$ cat src/rtl/serial_borrow_subtractor.sv
// Multi-cycle a - b - bin with the borrow rippled DIGIT bits per clock; valid/ready on both sides.
// Optional macro SUB_SATURATE_EN clamps diff to the signed range when ovf is set.
module serial_borrow_subtractor #(
  parameter int unsigned WIDTH = 32,
  parameter int unsigned DIGIT = 8
) (
  input  logic             clk,
  input  logic             rst_n,
  input  logic             in_valid,
  output logic             in_ready,
  input  logic [WIDTH-1:0] a,
  input  logic [WIDTH-1:0] b,
  input  logic             bin,
  output logic             out_valid,
  input  logic             out_ready,
  output logic [WIDTH-1:0] diff,
  output logic             bout,
  output logic             ovf,
  output logic             zero
);

  localparam int unsigned NDIG = WIDTH / DIGIT;
  localparam int unsigned CW   = (NDIG > 1) ? $clog2(NDIG) : 1;

  typedef enum logic [1:0] {
    IDLE = 2'd0,
    CALC = 2'd1,
    DONE = 2'd2
  } state_e;

  state_e           state_q, state_d;
  logic [WIDTH-1:0] a_q, a_d;
  logic [WIDTH-1:0] b_q, b_d;
  logic [WIDTH-1:0] diff_q, diff_d;
  logic [CW-1:0]    cnt_q, cnt_d;
  logic             brw_q, brw_d;
  logic             a_msb_q, a_msb_d;
  logic             b_msb_q, b_msb_d;
  logic             bout_q, bout_d;
  logic             ovf_q, ovf_d;
  logic             zero_q, zero_d;

  logic             accept_c;
  logic             last_c;
  logic [DIGIT:0]   dsub_c;
  logic [WIDTH-1:0] raw_c;
  logic [WIDTH-1:0] final_c;
  logic             ovf_c;

  // FSM state register
  always_ff @(posedge clk or negedge rst_n) begin
    if (!rst_n) begin
      state_q <= IDLE;
    end else begin
      state_q <= state_d;
    end
  end

  // FSM next-state logic
  always_comb begin
    state_d = state_q;
    unique case (state_q)
      IDLE: if (in_valid) state_d = CALC;
      CALC: if (last_c)   state_d = DONE;
      DONE: if (out_ready) state_d = IDLE;
      default: state_d = IDLE;
    endcase
  end

  // FSM outputs; in_ready is gated by rst_n so it drops while reset is held
  always_comb begin
    in_ready  = (state_q == IDLE) & rst_n;
    out_valid = (state_q == DONE);
  end

  assign accept_c = (state_q == IDLE) & in_valid;
  assign last_c   = (cnt_q == CW'(NDIG - 1));

  // One digit of the borrow chain; operands are shifted down so the live digit is always at bit 0
  assign dsub_c = {1'b0, a_q[DIGIT-1:0]} - {1'b0, b_q[DIGIT-1:0]} - (DIGIT + 1)'(brw_q);

  // Result digits enter at the top and settle into place after NDIG shifts
  assign raw_c = (diff_q >> DIGIT) | (WIDTH'(dsub_c[DIGIT-1:0]) << (WIDTH - DIGIT));

  assign ovf_c = (a_msb_q ^ b_msb_q) & (raw_c[WIDTH-1] ^ a_msb_q);

`ifdef SUB_SATURATE_EN
  logic [WIDTH-1:0] sat_c;
  assign sat_c   = a_msb_q ? {1'b1, {(WIDTH-1){1'b0}}} : {1'b0, {(WIDTH-1){1'b1}}};
  assign final_c = ovf_c ? sat_c : raw_c;
`else
  assign final_c = raw_c;
`endif

  // Datapath next-state: latch on accept, step one digit per CALC cycle, flags on the last digit
  always_comb begin
    a_d     = a_q;
    b_d     = b_q;
    diff_d  = diff_q;
    cnt_d   = cnt_q;
    brw_d   = brw_q;
    a_msb_d = a_msb_q;
    b_msb_d = b_msb_q;
    bout_d  = bout_q;
    ovf_d   = ovf_q;
    zero_d  = zero_q;
    if (accept_c) begin
      a_d     = a;
      b_d     = b;
      brw_d   = bin;
      cnt_d   = '0;
      a_msb_d = a[WIDTH-1];
      b_msb_d = b[WIDTH-1];
    end else if (state_q == CALC) begin
      a_d    = a_q >> DIGIT;
      b_d    = b_q >> DIGIT;
      brw_d  = dsub_c[DIGIT];
      cnt_d  = cnt_q + CW'(1);
      diff_d = raw_c;
      if (last_c) begin
        diff_d = final_c;
        bout_d = dsub_c[DIGIT];
        ovf_d  = ovf_c;
        zero_d = (raw_c == '0);
      end
    end
  end

  // Datapath registers
  always_ff @(posedge clk or negedge rst_n) begin
    if (!rst_n) begin
      a_q     <= '0;
      b_q     <= '0;
      diff_q  <= '0;
      cnt_q   <= '0;
      brw_q   <= 1'b0;
      a_msb_q <= 1'b0;
      b_msb_q <= 1'b0;
      bout_q  <= 1'b0;
      ovf_q   <= 1'b0;
      zero_q  <= 1'b0;
    end else begin
      a_q     <= a_d;
      b_q     <= b_d;
      diff_q  <= diff_d;
      cnt_q   <= cnt_d;
      brw_q   <= brw_d;
      a_msb_q <= a_msb_d;
      b_msb_q <= b_msb_d;
      bout_q  <= bout_d;
      ovf_q   <= ovf_d;
      zero_q  <= zero_d;
    end
  end

  assign diff = diff_q;
  assign bout = bout_q;
  assign ovf  = ovf_q;
  assign zero = zero_q;

endmodule
$ cat config.mk
export PLATFORM = sky130hd
export DESIGN_NAME = serial_borrow_subtractor
export DESIGN_NICKNAME = d
export VERILOG_FILES = /design/src/rtl/serial_borrow_subtractor.sv
export SDC_FILE = /design/constraint.sdc
export NUM_CORES = 1
export LEC_CHECK = 0
export BUFFER_PORTS_ARGS = -buffer_cell sky130_fd_sc_hd__buf_2
export CAP_MARGIN = 20
export CORE_ASPECT_RATIO = 1.1
export CORE_MARGIN = 8
export CORE_UTILIZATION = 44
export DETAILED_ROUTE_END_ITERATION = 8
export PLACE_DENSITY = 0.65
export SLEW_MARGIN = 25
export SYNTH_ARGS = -nofsm -noshare
export SYNTH_HDL_FRONTEND = slang
export SYNTH_SLANG_ARGS = --single-unit
$ cat constraint.sdc
create_clock -name clk -period 4.05 [get_ports clk]
set_input_delay 0.2025 -clock clk [delete_from_list [all_inputs] [get_ports clk]]
set_output_delay 0.2025 -clock clk [all_outputs]
set_load 0.005 [all_outputs]
After elaboration in Yosys (flattened, before gate mapping)
Cells that the tools add are included.

storage, ports and cells
  register bits = 106
  bits of input ports = 69
  output and inout bits = 37
  logic and storage cells = 45

cells by class
  $add $sub $neg = 3
  equality and inequality tests = 6
  muxes and demuxes = 12
  bitwise gates (word level) = 7
  reduce and logical (&&, ||, !) cells = 6

operators by type and width
  kind                                                             count
  32-bit 2-to-1 mux                                                4
  32-bit logical NOT                                               1
  24-bit by 32-bit OR with 32-bit output                           1
  2-bit 2-to-1 mux                                                 5
  8-bit by 8-bit subtractor with 9-bit output                      1
  9-bit by 1-bit subtractor with 9-bit output                      1
  2-bit case mux with 3 select lines                               1
  3-bit AND reduction                                              2
  2-bit == test, second input constant                             2
  2-bit != test, second input constant                             2
  1-bit AND                                                        3
  2-bit by 1-bit adder with 2-bit output, second input constant    1
  2-bit by 1-bit == test with 1-bit output, second input constant  1
  2-bit logical NOT                                                1
  1-bit 2-to-1 mux                                                 2
  2-bit by 1-bit != test with 1-bit output, second input constant  1
  2-bit AND reduction                                              1
  2-bit nonzero test                                               1
  1-bit XOR                                                        2
  1-bit inverter                                                   1

Logic depth before layout (Yosys ltp)
Gate-level depths: netlist of run 1.

  word-level depth = 5
  gate-level depth with buffers = 12
  mapped depth without buffers = 12

Worst setup path after synthesis of run 1
OpenSTA, ideal clock, no wires.

  path type = register to register
  start point = register a_q[0]
  end point = register zero_q (netlist: zero)
  setup time = 0.122 ns
  data arrival time = 3.047 ns
  setup slack = 0.881 ns
  stages on the path, launching flop included = 12
  buffers on the path = 0
  period minus slack after synthesis = 3.169 ns
  path through = dfrtp_1 > fa_1 > inv_1 > ha_1 > or2_2 > fa_1 > nand2b_1 > a2111oi_2 > nor2_1 > xnor2_1 > and4b_1 > a32o_1

between the ends
  longest elaborated chain between the ends = 4

RTL lines
  item                                         RTL line  RTL
  from (decl)                                  32        logic [WIDTH-1:0] a_q, a_d;
  from (signal assigned)                       132       a_q <= '0;
  from (signal assigned)                       143       a_q <= a_d;
  8-bit by 8-bit subtractor with 9-bit output  80        assign dsub_c = {1'b0, a_q[DIGIT-1:0]} - {1'b0, b_q[DIGIT-1:0]} - (DIGIT + 1)'(brw_q);
  9-bit by 1-bit subtractor with 9-bit output  80
  24-bit by 32-bit OR with 32-bit output       83        assign raw_c = (diff_q >> DIGIT) | (WIDTH'(dsub_c[DIGIT-1:0]) << (WIDTH - DIGIT));
  32-bit logical NOT                           124       zero_d = (raw_c == '0);
  to (signal assigned)                         152       zero_q <= zero_d;
  to (decl)                                    41        logic zero_q, zero_d;

Every way passes these cells.
A chain may end at the register's enable or synchronous reset.

Final worst setup path of run 1
Same ends and word-level chain as after synthesis.

==> metrics.md, run 1 <==
| Metric | Value |
|---|---|
| Status | finished clean |
| Final setup vio count | 0 |
| Clk buf depth | 2 |
| Largest net degree at the start of global routing | 65 |
| Drt total wl | 11,400 um |
| Core Box Area | 10,800 um^2 |
| Die Span Y | 126 um |
| Fin. Hold Viols | 0 |
| Synth Net Count | 597 |
| Final nets | 690 |
| Pint | 3000 uW |
| Vias | 3,828 |
| Net Switching | 2200 uW |
| Max VDD drop | 0.336 mV |
| Setup Fix Bufs, Post-CTS | 0 |
| Design Area, Final | 5790 um^2 |
| Setup TNS | 0 ns |
| Routed vias/inst | 5.06 |
| Final HPWL DP | 8020 um |
| Initial antenna violation count | 2 |
| Ports | 106 |
| Worst-path clk slew | 0.07 ns |
| # diodes | 0 |
| Row cnt | 40 |
| Initial cell density of the core | 0.445 |
| CTS tree | done |
| # DRC | 0 |
| Share of layout cells above drive strength 1 | 0.227 |
| Final ANT Viol Nets | 0 |
| Cells after Synth | 511 |
| Area growth syn-to-layout | 20.3% |
| Synth Flop Type | dfrtp_1 |
| Reg power frac | 0.352 |
| IO Port Bufs | 105 |
| Post-Place Cell Area | 5460 um^2 |
| Worst-Skew Late Latency | 0.34 ns |
| Achievable frequency | 299 MHz |
| Worst min-delay path category | in2reg |
| Share of the synthesized area in the top cell type | 0.552 |
| Pre-antenna DRT Iters | 4 |
| LEAKAGE | 0.00299 uW |
| Setup Skew | 0.00776 ns |
| Grt ovf | 0 |
| Crit path time final | 3.35 ns |
| Crit end category | register |
| Main area contributors after synthesis | dfrtp_1, nand2_1, a22oi_1 |
| Gp weighted congestion | 0.770 |
| Root buf cell | clkbuf_16 |
| FFs w/ async S/R, synth | 1.00 |
| Post-synth EDFFs | 0 |
| Die area | 14,500 um^2 |
| Yosys top cell by area | dfrtp_1 |
| Combinational share of power | 0.490 |
| Netlist cell types | 40 |
| # H-tree levels | 3 |
| Crit path DAT | 3.57 ns |
| Per-cell routed wire length | 15.0 um |
| Most frequent cells after synthesis | nand2_1, dfrtp_1, a22oi_1, o21ai_0, inv_1 |
| Power per Cell Area | 898 nW/um^2 |
| Initial DRC count | 209 |
| Worst Max-Slew Pin Slew | 0.842 ns |
| Final max-slew violation count | 0 |
| Most numerous cell in the Yosys netlist | nand2_1 |
| Clock power share | 0.158 |
| Total GRT Usage | 0.161 |
| Clk sink count | 106 |
| Req. time, crit path | 4.27 ns |
| Worst rel slew slack | 0.437 |
| #FFs+latches synth | 106 |
| Vias in the first global route | 3,799 |
| Post-Syn Area | 4810 um^2 |
| Syn avg cell area | 9.41 um^2 |
| Crit start category | register |
| WS Path Type | reg2reg |
| Total clock buffers created by CTS | 9 |
| Chip Width | 116 um |
| First-pass GRT wire length | 18,800 um |
| Post-route clock period utilization | 0.826 |
| Max Cap Violations | 0 |
| Seq/Total Area, Yosys | 0.552 |
| Switching Fraction | 0.423 |
| Synth warn | 0 |
| Worst-path fanout max | 2 |
| Unrepaired setup endpoints after global routing | no |
==> power groups by stage <==
stage	Sequential (uW)	Combinational, uW	Clock (uW)
2_1_floorplan	1780	1880	0
3_3_place_gp	1830	2450	0
3_5_place_dp	1850	2520	0
4_1_cts	1830	2530	844
5_1_grt	1890	2900	894
6_report	1830	2540	823
==> layout make-up <==
type                    instances  area, um^2
clock buffers                  11         243
clock inverters                 5        38.8
fillers                      1044        5020
inverters                      22        82.6
multi-input cells             354        1990
flip-flops and latches        106        2650
well taps                     147         184
repair buffers                111         596
==> final timing paths <==
check | cells after the start | slack (ns) | from | end
min reg2reg | 2 | 0.47 | diff[6]$_DFFE_PN0P_ | diff[6]$_DFFE_PN0P_
max reg2reg | 11 | 0.70 | a_q[0]$_DFFE_PN0P_ | zero$_DFFE_PN0P_
max | 11 | 0.70 | a_q[0]$_DFFE_PN0P_ | zero$_DFFE_PN0P_
min in group asynchronous | 2 | 0.42 | rst_n | diff[2]$_DFFE_PN0P_
max in group asynchronous | 3 | 2.40 | rst_n | a_q[0]$_DFFE_PN0P_
min | 3 | 0.06 | b[27] | b_q[27]$_DFFE_PN0P_
==> per-layer routing <==
| metal | global-route usage | vias up | routed length (um) |
|---|---|---|---|
| li1 | - | 1908 | - |
| met1 | 0.212 | 1798 | 5030 |
| met2 | 0.241 | 105 | 5230 |
| met3 | 0.0621 | 13 | 979 |
| met4 | 0.0435 | 4 | 89 |
| met5 | 0 | - | 27 |
==> worst max-delay path: stages (launching register included) <==
cell	delay, ns
dfrtp_1	0.40
fa_1	0.56
inv_1	0.05
ha_1	0.18
or2_2	0.30
fa_1	0.40
nand2b_1	0.20
a2111oi_2	0.43
nor2_1	0.11
xnor2_1	0.14
and4b_1	0.21
a32o_1	0.25
==> sequential cells by signal, summed over array words and instances (netlist names) <==
name and cells:
b_q 32, zero 1, b_msb_q 1, state_q 2, a_msb_q 1, a_q 32
brw_q 1, bout 1, ovf 1, cnt_q 2, diff 32
==> kinds of logic after synthesis <==
| logic type | share of synthesized area |
|---|---|
| buf+inv | 0.0406 |
| simple gates | 0.210 |
| mux | 0.00468 |
| fa+ha+maj | 0.0473 |
| flops | 0.552 |
| xor+xnor | 0.0127 |
| compound gates | 0.133 |
==> what timing repair did <==
| item | 4_1_cts | 5_1_grt |
|---|---|---|
| endpoints found under the hold margin | 42 | 0 |
| gates resized for setup | 0 | 0 |
| hold buffers | 1 | 0 |
| setup endpoints to repair | 0 | 0 |
==> metrics by stage <==
step | hold slack [ns] | setup WS (ns) | cells | total power, uW | utilization
after floorplan | -0.0931 | 0.881 | 511 | 3660 | -
after global placement | 0.228 | 0.776 | 738 | 4290 | 0.505
after detailed placement | 0.230 | 0.706 | 738 | 4370 | 0.505
after CTS | 0.0490 | 0.696 | 755 | 5210 | 0.532
after global routing | 0.0564 | 0.513 | 756 | 5690 | 0.535
final | 0.0568 | 0.704 | 756 | 5200 | 0.535
==> placed cells by master (no fill, tap or decap), types with 8 or more instances in the layout <==
cell / synthesis / routed
a221o_1: 8 / 8
a22oi_1: 41 / 41
buf_2: 3 / 104
clkbuf_16: 0 / 9
dfrtp_1: 106 / 106
ha_1: 15 / 15
inv_1: 22 / 22
nand2_1: 199 / 199
nor3_1: 8 / 8
o21ai_0: 25 / 25
(Power assumes the default switching activity.)
==> run 2, diff against run 1 <==
Settings changed: ABC_AREA set to 1.
Clock period 4.05 ns to 3.3 ns, I/O delays scaled along.
==> run 2 against run 1 <==
- core utilization decreased by 0.79 points
- synthesized cell count increased by 8.8%
- clock skew about the same
- final cell count increased by 7.0%
- largest power group unchanged
- hold slack got worse by 0.045 ns
- combinational power increased by 32%
- critical endpoint unchanged
- count of clock-buffer cells in the layout increased by 1
==> metrics.md, run 2 <==
| Metric | Value |
|---|---|
| #FFs+latches synth | 106 (unchanged) |
| Fin util | 0.527 (was 0.535) |
| Vias in the first global route | 4,171 (was 3,799) |
| Die Span Y | 128 um (was 126 um) |
| Total clock buffers created by CTS | 9 (unchanged) |
| # DRC | 0 (unchanged) |
| Total GRT Usage | 0.165 (was 0.161) |
| Final setup vio count | 0 (unchanged) |
| Share of layout cells above drive strength 1 | 0.232 (was 0.227) |
| Max VDD drop | 1.26 mV (was 0.336 mV) |
| Worst min-delay path category | in2reg (unchanged) |
| Core Box Area | 11,300 um^2 (was 10,800 um^2) |
| Final HPWL DP | 8810 um (was 8020 um) |
| Crit path time final | 2.66 ns (was 3.35 ns) |
| FF-to-FF setup slack | 0.64 ns (was 0.70 ns) |
| Seq/Total Area, Yosys | 0.528 (was 0.552) |
| Yosys top cell by area | dfrtp_1 (unchanged) |
| Chip Width | 118 um (was 116 um) |
| Post-synth EDFFs | 0 (unchanged) |
| Crit start category | register (unchanged) |
| IO Port Bufs | 105 (unchanged) |
| Largest net degree at the start of global routing | 64 (was 65) |
| Final ANT Viol Nets | 0 (unchanged) |
| Routed vias/inst | 4.91 (was 5.06) |
| Grt ovf | 0 (unchanged) |
| Root buf cell | clkbuf_16 (unchanged) |
| Max Cap Violations | 0 (unchanged) |
| Vias | 3,972 (was 3,828) |
| Unrepaired setup endpoints after global routing | no (unchanged) |
| # diodes | 0 (unchanged) |
| Syn avg cell area | 9.03 um^2 (was 9.41 um^2) |
| Crit path DAT | 2.89 ns (was 3.57 ns) |
| Most frequent cells after synthesis | nand2_1, dfrtp_1, inv_1, o21ai_0, nor2_1 (was nand2_1, dfrtp_1, a22oi_1, o21ai_0, inv_1) |
| Main area contributors after synthesis | dfrtp_1, nand2_1, inv_1 (was dfrtp_1, nand2_1, a22oi_1) |
| Synth Net Count | 642 (was 597) |
| Per-cell routed wire length | 14.9 um (was 15.0 um) |
| Worst-Skew Late Latency | 0.34 ns (about the same) |
| Netlist cell types | 34 (was 40) |
| Post-Place Cell Area | 5640 um^2 (was 5460 um^2) |
| Synth Flop Type | dfrtp_1 (unchanged) |
| Final nets | 740 (was 690) |
| Pre-antenna DRT Iters | 5 (was 4) |
| Ports | 106 (unchanged) |
| Cells after Synth | 556 (was 511) |
| Status | finished clean (unchanged) |
| Share of the synthesized area in the top cell type | 0.528 (was 0.552) |
| CTS tree | done (unchanged) |
| Worst-path fanout max | 3 (was 2) |
| # H-tree levels | 3 (unchanged) |
| FFs w/ async S/R, synth | 1.00 (unchanged) |
| Worst rel slew slack | 0.582 (was 0.437) |
| Req. time, crit path | 3.53 ns (was 4.27 ns) |
| Initial cell density of the core | 0.445 (about the same) |
| WS Path Type | reg2reg (unchanged) |
| Post-route clock period utilization | 0.806 (was 0.826) |
| Power per Cell Area | 1130 nW/um^2 (was 898 nW/um^2) |
| Final max-slew violation count | 0 (unchanged) |
| LEAKAGE | 0.00311 uW (was 0.00299 uW) |
| Achievable frequency | 376 MHz (was 299 MHz) |
| Crit end category | register (unchanged) |
| Setup TNS | 0 ns (unchanged) |
| Worst Max-Slew Pin Slew | 0.627 ns (was 0.842 ns) |
| Initial DRC count | 262 (was 209) |
| Most frequent cells in the layout | nand2_1, dfrtp_1, buf_2 (unchanged) |
| Initial antenna violation count | 0 (was 2) |
| Area growth syn-to-layout | 18.5% (was 20.3%) |
| Commonest non-fill, non-tap cell in the layout | nand2_1 (unchanged) |
| Row cnt | 41 (was 40) |
| Worst-path clk slew | 0.07 ns (about the same) |
| Gp weighted congestion | 0.846 (was 0.770) |
| Die area | 15,100 um^2 (was 14,500 um^2) |
| Drt total wl | 12,100 um (was 11,400 um) |
| Post-Syn Area | 5020 um^2 (was 4810 um^2) |
| Setup Skew | 0.00748 ns (was 0.00776 ns) |
| Most numerous cell in the Yosys netlist | nand2_1 (unchanged) |
| First-pass GRT wire length | 20,400 um (was 18,800 um) |
| Clk sink count | 106 (unchanged) |
| Synth warn | 0 (unchanged) |
| Fin. Hold Viols | 0 (unchanged) |
| Design Area, Final | 5950 um^2 (was 5790 um^2) |
| Clk buf depth | 2 (unchanged) |
[run 2: cell types whose count changed after synthesis, moves of 8 or more]
cell / before / now
o211ai_2: 0 / 16
a22o_1: 2 / 11
buf_2: 3 / 13
nand3_1: 2 / 18
a221o_1: 8 / 0
a22oi_1: 41 / 6
clkbuf_1: 18 / 5
nor2_1: 6 / 21
inv_1: 22 / 64
[run 2: through the flow]
| step | cells | hold slack [ns] | setup slack, ns | power, uW |
|---|---|---|---|---|
| after floorplan | 556 | -0.131 | 0.833 | 4760 |
| after CTS | 809 | 0.00501 | 0.643 | 6780 |
| after global placement | 792 | 0.151 | 0.720 | 5570 |
| after detailed placement | 792 | 0.154 | 0.651 | 5680 |
| final | 809 | 0.0118 | 0.641 | 6700 |
| after global routing | 809 | 0.00123 | 0.369 | 7350 |
[run 2: worst paths after layout]
kind / start / endpoint / cells after the start
max: a_q[0]$_DFFE_PN0P_ / zero$_DFFE_PN0P_ / 14
max in group asynchronous: rst_n / diff[27]$_DFFE_PN0P_ / 3
max reg2reg: a_q[0]$_DFFE_PN0P_ / zero$_DFFE_PN0P_ / 14
min: out_ready / state_q[1]$_DFFE_PN0P_ / 2
min reg2reg: b_q[23]$_DFFE_PN0P_ / b_q[23]$_DFFE_PN0P_ / 2
min in group asynchronous: rst_n / a_q[29]$_DFFE_PN0P_ / 2
[run 2: per-layer routing]
| metal | track usage | routed length [um] | vias up |
|---|---|---|---|
| met5 | 0 | 0 | - |
| met3 | 0.0370 | 577 | 14 |
| li1 | - | - | 1989 |
| met4 | 0.0581 | 189 | 0 |
| met1 | 0.216 | 5490 | 1874 |
| met2 | 0.265 | 5790 | 95 |
[run 2: power by group]
group	internal, uW	switching, uW	total (uW)
logic	1250	2110	3360
registers	1900	364	2270
clock network	610	454	1060
total	3760	2930	6700
[run 2: kinds of logic (layout without fill, tap and decap cells)]
kind of cell | Yosys count | in the layout | share of synthesized area
xor gates and xnor gates | 2 | 2 | 0.00349
and+or+nand+nor | 250 | 250 | 0.202
DFF | 106 | 106 | 0.528
adders and majority gates | 17 | 17 | 0.0453
AOI/OAI and AO/OA | 89 | 89 | 0.144
buffers and inverters | 92 | 195 | 0.0777
[run 2: critical path, stage by stage (launching register included)]
cell and delay, ns:
dfrtp_1 0.40, fa_1 0.58, inv_1 0.05, ha_1 0.17
nor2_1 0.13, inv_1 0.08, fa_1 0.39, o21ai_0 0.23
nand2_1 0.13, nand2_1 0.09, nand2_1 0.05, nand2_1 0.06
nand2_1 0.06, nand4_1 0.08, nand2_1 0.05
[run 2: timing repair]
item | CTS | global route
resized for setup | 0 | 0
hold buffers | 1 | 0
buffers inserted | 0 | 0
endpoints found under the hold margin | 35 | 0
[run 2: layout make-up]
| cell class | count | area (um^2) |
|---|---|---|
| clock buffers | 12 | 246 |
| clock inverters | 4 | 51.3 |
| fillers | 1064 | 5340 |
| inverters | 68 | 258 |
| multi-input cells | 358 | 1980 |
| flip-flops and latches | 106 | 2650 |
| well taps | 150 | 188 |
| repair buffers | 111 | 576 |
==> run 3, diff against run 2 <==
Clock period 3.3 ns to 2.5 ns, I/O delays scaled along.
==> run 3 against run 2 <==
- the run now ends with negative setup slack left
- sequential power up 32%
- total power up 40%
- core utilization up 3.1 points
- final cell count up 3.6%
- clock skew down 0.0016 ns
- via count up 4.5%
- hold slack worse by 0.0086 ns
- register-to-register slack worse by 0.64 ns
- critical path depth down 1
- sequential share of layout area down 2.5 points
- sequential cell count unchanged
- non-clock buffer count up 29
- critical endpoint unchanged
- largest power group unchanged
==> metrics.md, run 3 (same netlist as run 2, synthesis figures left out) <==
| Metric | Value |
|---|---|
| Crit path DAT | 2.79 ns (was 2.89 ns) |
| Filler Cells Inserted | 1,029 (was 1,064) |
| Die Span Y | 128 um (unchanged) |
| Initial antenna violation count | 0 (unchanged) |
| Total clock buffers created by CTS | 9 (unchanged) |
| Commonest non-fill, non-tap cell in the layout | nand2_1 (unchanged) |
| Power per Cell Area | 1480 nW/um^2 (was 1130 nW/um^2) |
| Worst min-delay path category | in2reg (unchanged) |
| Failing checks | negative setup slack |
| Area growth syn-to-layout | 25.6% (was 18.5%) |
| Vias | 4,150 (was 3,972) |
| WHS Path Cells | 3 (was 2) |
| Root buf cell | clkbuf_16 (unchanged) |
| FF-to-FF setup slack | -0.0008 ns (was 0.64 ns) |
| Ports | 106 (unchanged) |
| Worst R2R End | zero$_DFFE_PN0P_ (unchanged) |
| Worst-path fanout max | 2 (was 3) |
| Worst r2r src | a_q[0]$_DFFE_PN0P_ (unchanged) |
| # H-tree levels | 3 (unchanged) |
| # diodes | 0 (unchanged) |
| HP Start | b[10] (was out_ready) |
| IO Port Bufs | 105 (unchanged) |
| First-pass GRT wire length | 20,700 um (was 20,400 um) |
| Routed vias/inst | 4.95 (was 4.91) |
| Crit start category | register (unchanged) |
| Final HPWL DP | 8940 um (was 8810 um) |
| Vias in the first global route | 4,144 (was 4,171) |
| Achievable frequency | 400 MHz (was 376 MHz) |
| Setup Skew | 0.00590 ns (was 0.00748 ns) |
| Worst setup margin | -0.000809 ns (was 0.641 ns) |
| WHS | 0.00324 ns (was 0.0118 ns) |
| Core Box Area | 11,300 um^2 (unchanged) |
| Gp weighted congestion | 0.863 (was 0.846) |
| Share of layout cells above drive strength 1 | 0.241 (was 0.232) |
| Worst Max-Slew Pin Slew | 0.602 ns (was 0.627 ns) |
| Initial DRC count | 203 (was 262) |
| Crit path time final | 2.50 ns (was 2.66 ns) |
| Design Area, Final | 6310 um^2 (was 5950 um^2) |
| Most frequent cells in the layout | nand2_1, dfrtp_1, buf_2 (unchanged) |
| Worst rel slew slack | 0.598 (was 0.582) |
| Worst-case reg-to-reg path depth | 13 (was 14) |
| Slowest CP cell | fa_1 (unchanged) |
| Final ANT Viol Nets | 0 (unchanged) |
| Grt ovf | 0 (unchanged) |
| Max Cap Violations | 0 (unchanged) |
| Clk sink count | 106 (unchanged) |
| CTS tree | done (unchanged) |
| Crit end category | register (unchanged) |
| Final nets | 769 (was 740) |
| Drt total wl | 12,400 um (was 12,100 um) |
| WS Path Type | reg2reg (unchanged) |
| Req. time, crit path | 2.79 ns (was 3.53 ns) |
| LEAKAGE | 0.00326 uW (was 0.00311 uW) |
| Initial cell density of the core | 0.445 (unchanged) |
| Post-route clock period utilization | 1.00 (was 0.806) |
| Post-Place Cell Area | 5680 um^2 (was 5640 um^2) |
| Final setup vio count | 1 (was 0) |
| Worst-Skew Late Latency | 0.35 ns (was 0.34 ns) |
| Max VDD drop | 0.955 mV (was 1.26 mV) |
| Post-Layout Cell Count | 838 (was 809) |
| Per-cell routed wire length | 14.8 um (was 14.9 um) |
| Chip Width | 118 um (unchanged) |
| Die area | 15,100 um^2 (unchanged) |
| Fin util | 0.559 (was 0.527) |
| Row cnt | 41 (unchanged) |
| Pre-antenna DRT Iters | 5 (unchanged) |
| CP cell instances | fa_1 -> ha_1 -> nor2_4 -> inv_2 -> fa_2 -> buf_6 -> xnor2_4 -> nand2_1 -> nor2_1 -> nand2_1 -> nor2_1 -> nand4_1 -> nand2_1 (was fa_1 -> inv_1 -> ha_1 -> nor2_1 -> inv_1 -> fa_1 -> o21ai_0 -> nand2_1 -> nand2_1 -> nand2_1 -> nand2_1 -> nand2_1 -> nand4_1 -> nand2_1) |
| Total GRT Usage | 0.169 (was 0.165) |
| Critical Path Max Stage Delay | 0.53 ns (was 0.58 ns) |
| Largest net degree at the start of global routing | 91 (was 64) |
| Dpl ws | -0.175 ns (was 0.651 ns) |
| Status | finished, violations left (was finished clean) |
| Hold EP | b_q[10]$_DFFE_PN0P_ (was state_q[1]$_DFFE_PN0P_) |
| Worst-path clk slew | 0.07 ns (about the same) |
| Placed cells | 795 (was 792) |
| Final max-slew violation count | 0 (unchanged) |
| # DRC | 0 (unchanged) |
| Fin. Hold Viols | 0 (unchanged) |
| Unrepaired setup endpoints after global routing | yes (was no) |
| Clk buf depth | 2 (unchanged) |
| Most used cell, CP | nand2_1 (unchanged) |
==> run 3: cell count changes in the layout (fill, tap and decap cells not counted), sizes merged <==
cell | previous run | this run
dlygate4sd3 | 1 | 25
buf | 110 | 115
clkbuf | 12 | 11
bufinv | 1 | 2
clkinvlp | 1 | 0
clkinv | 2 | 3
==> run 3: how the worst max path moves through the flow <==
| stage | startpoint | endpoint | slack, ns | depth (start not counted) |
|---|---|---|---|---|
| detailed placement | a_q[0]$_DFFE_PN0P_ | zero$_DFFE_PN0P_ | -0.17 | 14 |
| global placement | a_q[0]$_DFFE_PN0P_ | zero$_DFFE_PN0P_ | -0.06 | 14 |
| finish | a_q[0]$_DFFE_PN0P_ | zero$_DFFE_PN0P_ | -0.0008 | 13 |
| CTS | a_q[0]$_DFFE_PN0P_ | zero$_DFFE_PN0P_ | -0.04 | 14 |
| floorplan | a_q[0]$_DFFE_PN0P_ | zero$_DFFE_PN0P_ | 0.03 | 14 |
| global route | b_q[0]$_DFFE_PN0P_ | zero$_DFFE_PN0P_ | -0.16 | 14 |
==> run 3: layout make-up <==
class                           instances  area (um^2)  share of cell area
Clock inverter                          5         78.8              0.0125
Tap cell                              150          188              0.0298
Multi-Input combinational cell        358         2030               0.321
Inverter                               68          258              0.0409
Sequential cell                       106         2650               0.421
Timing Repair Buffer                  140          870               0.138
Clock buffer                           11          233              0.0369
==> run 3: stage by stage <==
stage | power [uW] | setup TNS [ns]
floorplan | 6290 | 0
global placement | 7420 | -0.127
detailed placement | 7560 | -0.642
CTS | 9190 | -0.0900
global route | 10200 | -0.366
finish | 9350 | -0.000809
==> run 3: where the power goes <==
| part | leakage (uW) | internal (uW) | switching, uW | total [uW] |
|---|---|---|---|---|
| Sequential | 0.00134 | 2510 | 480 | 2990 |
| Clock | 0.000153 | 877 | 621 | 1500 |
| Combinational | 0.00176 | 1910 | 2950 | 4860 |
| Total | 0.00326 | 5300 | 4050 | 9350 |
==> run 3: metal layers <==
layer | part of all wire | track usage | vias to the layer above
li1 | - | - | 2054
met1 | 0.44 | 0.222 | 1978
met2 | 0.50 | 0.275 | 112
met3 | 0.054 | 0.0366 | 6
met4 | 0.0061 | 0.0535 | 0
met5 | 0 | 0 | -
==> run 3: critical path: cells and delay by family (launching register included) <==
| kind | cells | cell delay (ns) |
|---|---|---|
| adders and majority gates | 3 | 1.13 |
| and+or+nand+nor | 7 | 0.60 |
| DFF | 1 | 0.40 |
| buffers and inverters | 2 | 0.19 |
| xor gates and xnor gates | 1 | 0.12 |
==> run 3: timing repair <==
| action | in CTS | in global routing |
|---|---|---|
| hold buffers | 23 | 2 |
| setup buffers | 1 | 1 |
| gates resized for setup | 3 | 11 |
| pin swaps | 1 | 1 |
| setup endpoints to repair | 5 | 5 |
| hold endpoints to repair | 38 | 2 |
